==> src/rtl/dm_load_unit_pkg.sv <==
// Shared load-unit definitions: op codes and the alignment helpers used at issue.
package dm_load_unit_pkg;

  localparam int LD_OP_W = 3;

  typedef logic [LD_OP_W-1:0] ld_op_t;

  localparam ld_op_t LD_LW  = 3'b000;
  localparam ld_op_t LD_LH  = 3'b001;
  localparam ld_op_t LD_LHU = 3'b010;
  localparam ld_op_t LD_LB  = 3'b011;
  localparam ld_op_t LD_LBU = 3'b100;

  function automatic logic ld_legal(input ld_op_t op);
    return (op <= LD_LBU);
  endfunction

  function automatic logic ld_misaligned(input ld_op_t op, input logic [1:0] a);
    case (op)
      LD_LW:         return (a != 2'b00);
      LD_LH, LD_LHU: return a[0];
      default:       return 1'b0;
    endcase
  endfunction

  // Natural alignment used when exceptions are disabled: offending low bits become 0.
  function automatic logic [1:0] ld_align(input ld_op_t op, input logic [1:0] a);
    case (op)
      LD_LW:         return 2'b00;
      LD_LH, LD_LHU: return {a[1], 1'b0};
      default:       return a;
    endcase
  endfunction

endpackage

==> src/rtl/dm_load_unit_extend.sv <==
// Lane select and sign/zero extension of a little-endian BRAM word.
module load_extend
  import dm_load_unit_pkg::*;
(
  input  ld_op_t      op,
  input  logic [1:0]  a,
  input  logic [31:0] dout,
  output logic [31:0] result
);

  logic [7:0]  lane;
  logic [15:0] half;

  always_comb begin
    lane   = dout[{a, 3'b000} +: 8];
    half   = a[1] ? dout[31:16] : dout[15:0];
    result = 32'd0;
    case (op)
      LD_LW:   result = dout;
      LD_LH:   result = {{16{half[15]}}, half};
      LD_LHU:  result = {16'd0, half};
      LD_LB:   result = {{24{lane[7]}}, lane};
      LD_LBU:  result = {24'd0, lane};
      default: result = 32'd0;
    endcase
  end

endmodule

==> src/rtl/dm_load_unit.sv <==
// M->W load stage: registers the issued load, extracts from BRAM douta next cycle,
// flags AdEL and keeps the result frozen across stalls.
module dm_load_unit
  import dm_load_unit_pkg::*;
#(
  parameter int TAG_W  = 5,
  parameter bit EXC_EN = 1'b1
) (
  input  logic             Clk,
  input  logic             Reset,
  input  logic             Req,
  input  logic [2:0]       Op,
  input  logic [31:0]      Addr,
  input  logic [TAG_W-1:0] Tag,
  input  logic             Stall,
  input  logic             Flush,
  input  logic [31:0]      RamDout,
  output logic             RdValid,
  output logic [31:0]      RdData,
  output logic [TAG_W-1:0] RdTag,
  output logic             AdEL,
  output logic [31:0]      BadVAddr
);

  logic             st_valid;
  logic             st_exc;
  ld_op_t           st_op;
  logic [1:0]       st_a;
  logic [31:0]      st_addr;
  logic [TAG_W-1:0] st_tag;
  logic             hold_valid;
  logic [31:0]      hold_data;
  logic [31:0]      ext_data;
  logic             issue;
  logic             mis;

  always_comb begin
    issue = Req & ~Stall & ~Flush & ld_legal(Op);
    mis   = ld_misaligned(Op, Addr[1:0]);
  end

  load_extend u_ext (
    .op     (st_op),
    .a      (st_a),
    .dout   (RamDout),
    .result (ext_data)
  );

  // Flush beats Stall; under Stall the first cycle snapshots douta since the BRAM address may move.
  always_ff @(posedge Clk) begin
    if (Reset || Flush) begin
      st_valid   <= 1'b0;
      st_exc     <= 1'b0;
      st_op      <= LD_LW;
      st_a       <= 2'b00;
      st_addr    <= 32'd0;
      st_tag     <= '0;
      hold_valid <= 1'b0;
      hold_data  <= 32'd0;
    end else if (!Stall) begin
      st_valid   <= issue & ~(EXC_EN & mis);
      st_exc     <= issue & EXC_EN & mis;
      hold_valid <= 1'b0;
      if (issue) begin
        st_op   <= Op;
        st_a    <= EXC_EN ? Addr[1:0] : ld_align(Op, Addr[1:0]);
        st_addr <= Addr;
        st_tag  <= Tag;
      end
    end else if (st_valid && !hold_valid) begin
      hold_data  <= ext_data;
      hold_valid <= 1'b1;
    end
  end

  always_comb begin
    RdValid  = st_valid;
    RdData   = st_valid ? (hold_valid ? hold_data : ext_data) : 32'd0;
    RdTag    = st_valid ? st_tag : '0;
    AdEL     = st_exc;
    BadVAddr = st_exc ? st_addr : 32'd0;
  end

endmodule

==> config.mk <==
export PLATFORM = sky130hd
export DESIGN_NAME = dm_load_unit
export DESIGN_NICKNAME = d
export VERILOG_FILES = /design/src/rtl/dm_load_unit_pkg.sv /design/src/rtl/dm_load_unit_extend.sv /design/src/rtl/dm_load_unit.sv
export SDC_FILE = /design/constraint.sdc
export NUM_CORES = 1
export LEC_CHECK = 0
export CAP_MARGIN = 25
export CORE_MARGIN = 5
export CORE_UTILIZATION = 51
export CTS_BUF_LIST = sky130_fd_sc_hd__clkbuf_8
export DETAILED_ROUTE_END_ITERATION = 12
export GPL_TIMING_DRIVEN = 0
export HOLD_SLACK_MARGIN = 0.15
export PLACE_DENSITY = 0.9
export SYNTH_ARGS = -nofsm -noshare
export SYNTH_HDL_FRONTEND = slang
export SYNTH_HIERARCHICAL = 1
export SYNTH_SLANG_ARGS = --single-unit
==> constraint.sdc <==
create_clock -name Clk -period 2.6 [get_ports Clk]
set_input_delay 0.52 -clock Clk [delete_from_list [all_inputs] [get_ports Clk]]
set_output_delay 0.52 -clock Clk [all_outputs]
set_load 0.005 [all_outputs]
==> out/metrics.cfg <==
[status]
status = complete, but fails checks
violations = negative setup slack

[power]
peakVddDrop_uv = 256.8
power.density_nw_per_um2 = 382.3
leakagePower_uw = 0.002507

[routing]
wl_per_cell_microns = 19.55
drtPass1Iterations = 7
wl_microns = 16770
drc = 0
avgViaCountPerCell = 5.934
via_count = 5091
postRouteAntennaNets = 0
drt_iter0_drc = 351

[sta]
finalCritPeriodShare_pct = 108.8
setup_violations = 22
hold_viol_final = 0
finalWorstSetupSlack_ns = -0.2280
slew_headroom_pct = 59.92
fin_crit_ns = 2.828
max_freq_mhz = 353.6
drv_slew = 0
tightest_slew_ns = 0.6013
rsz0062_at_grt = yes
finalClockSkew_ns = 0.009958

[floorplanning]
die_h_microns = 102.6
core_area_sq_um = 8299
die-width_microns = 102.6
initial_core_util_pct = 52.66
dieArea_sq_um = 10520
rows = 33
io_pins = 148

[clock_tree]
hold_buffers = 0
cts_max_path_buffers = 2
cts.clk_slew.worst_paths_ns = 0.08
clk_latency_ns = 0.35
htree_levels = 3
cts_tree = done
cts-root-buf = clkbuf_8
cts_sinks = 75
numCtsBuffers = 9

[min_path]
hp-class = primary input to flip-flop
hold_depth = 3
hp-start = Stall
holdPathEnd = hold_valid$_SDFFE_PP0P_

[placement]
portBuffers = 146
gp_congestion = 0.9218
placed_area_sq_um = 5963
hpwl_microns = 10690
placedCellCount = 811

[critical_path]
criticalPathCategory = flip-flop to output pin
r2r-start = st_op[1]$_SDFFE_PP0P_
cp_data_arrival_time_ns = 2.31
rrSetupSlack_ns = 0.65
worstPathMaxFanout = 5
worstSetupEndpointType = output pin
crit_required_ns = 2.08
reg2reg_to = hold_data[5]$_SDFFE_PP0P_
start_kind = flip-flop
rr_worst_depth = 11

[yosys]
synth-seq-area-share_pct = 34.35
syn_area_per_cell_sq_um = 7.804
mappedNetlistArea_sq_um = 4370
yosysWarnings = 6
synthCells = 560
ys_types = 38
ys_ff_latch = 75
syn-num-nets = 637

[grt]
antenna_found_initial = 0
use_met2_pct = 49.50
grt_pass1_vias = 4807
grt_usage_pct = 28.24
gr-max-usage-layer = met2
grt_overflow = 0
use_met3_pct = 7.510
grt_max_degree = 14
gr-usage-met1_pct = 32.66
grt_pass1_wl_microns = 23650

[final_layout]
fin_cells = 858
nFillCells = 486
multiInputGateArea_sq_um = 2943
antenna_cells = 0
finalNetCount = 826
drive_above_1_share_pct = 20.19
layout_commonest_cell = clkdlybuf4s50_1
final_area_sq_um = 6832
final_cell_mix = 112 x clkdlybuf4s50_1, 88 x nand2_1, 74 x a21oi_1
areaGrowthSynthToFinish_pct = 56.31
seqCellArea_sq_um = 1511

[run]
cap_viol_max_count = 0

==> per-layer routing <==
| layer | vias up | wire length (microns) |
|---|---|---|
| met5 | - | 0 |
| met4 | 0 | 710 |
| met3 | 67 | 1749 |
| met2 | 317 | 8094 |
| met1 | 2390 | 6216 |
| li1 | 2317 | - |
==> cells in the mapped netlist (all sizes together) <==
cell type	n	share of area [%]
a22oi	1	0.17
or3b	1	0.26
nor3	2	0.49
inv	2	0.17
o211ai	1	0.17
o21a	2	0.34
a211oi	2	0.63
mux4	1	0.52
or2	1	0.14
nand2	92	8.0
a21oi	74	8.5
mux2	1	0.34
nand3	39	4.5
o21ai	69	8.8
nor4b	1	0.34
nor2	1	0.086
and2	37	5.3
nor3b	4	0.80
xor2	1	0.20
o221ai	7	1.4
nor2b	33	4.7
nand3b	1	0.17
a21boi	1	0.17
mux2i	57	13
buf	26	3.7
and3b	2	0.40
clkbuf	26	2.3
dfxtp	75	34
==> power by group <==
| part | internal, uW | switching [uW] | leakage, uW |
|---|---|---|---|
| clock network | 539 | 458 | 0.000106 |
| registers | 1150 | 5.80 | 0.000607 |
| logic | 222 | 233 | 0.00179 |
==> flip-flops by register name (all words and copies together) (netlist names) <==
register,cells
AdEL,1
RdValid,1
hold_data,32
hold_valid,1
st_a,1
st_addr,31
st_op,3
st_tag,5
==> logic make-up after synthesis <==
logic type | after synthesis | synth area share [%]
AND/OR/NAND/NOR | 214 | 25.14
AO/OA/AOI/OAI | 157 | 20.21
flip-flops | 75 | 34.35
multiplexers | 59 | 13.91
buffers and inverters | 54 | 6.184
XOR/XNOR | 1 | 0.2004
==> metrics by stage <==
stage	hold slack, ns	setup TNS [ns]	total power [uW]	utilization, %	setup WS [ns]
6_report	0.4502	-1.362	2611	82.32	-0.2280
5_1_grt	0.4583	-3.326	2700	82.32	-0.3036
3_5_place_dp	0.4476	-12.06	1538	71.85	-0.5123
2_1_floorplan	0.4360	0	1348	-	0.6621
3_3_place_gp	0.4415	-11.64	1532	71.85	-0.4787
4_1_cts	0.4302	-1.019	2554	78.76	-0.1967
==> worst max-delay path, stage by stage (launching register included) <==
cell and delay, ns:
dfxtp_2 0.34, buf_6 0.14, nor3_4 0.29, clkbuf_8 0.21, nand2_1 0.08, o21ai_1 0.14
mux2i_1 0.13, nor2b_1 0.13, clkdlybuf4s50_1 0.50
==> cell type report <==
class                   count  area share [%]
inverters                   2          0.1099
multi-input cells         431           43.08
repair buffers            179           25.18
clock inverters             6           1.319
plain buffers              51           4.451
flip-flops and latches     75           22.12
well taps                 105           1.923
clock buffers               9           1.813
==> what timing repair did <==
| item | in CTS | in global routing |
|---|---|---|
| buffers inserted | 13 | 18 |
| cloned | 2 | 1 |
| resized for setup | 108 | 85 |
| setup endpoints to repair | 32 | 32 |
| pin swaps | 7 | 8 |
==> worst max-delay path by stage <==
stage / from / end / slack [ns]
2_1_floorplan: st_op[1]$_SDFFE_PP0P_ / RdData[16] / 0.66
3_3_place_gp: RamDout[23] / RdData[27] / -0.48
3_5_place_dp: RamDout[23] / RdData[23] / -0.51
4_1_cts: st_op[1]$_SDFFE_PP0P_ / RdData[27] / -0.20
5_1_grt: st_op[1]$_SDFFE_PP0P_ / RdData[24] / -0.30
6_report: st_op[1]$_SDFFE_PP0P_ / RdData[24] / -0.23
Power figures use the tool's default switching activity.
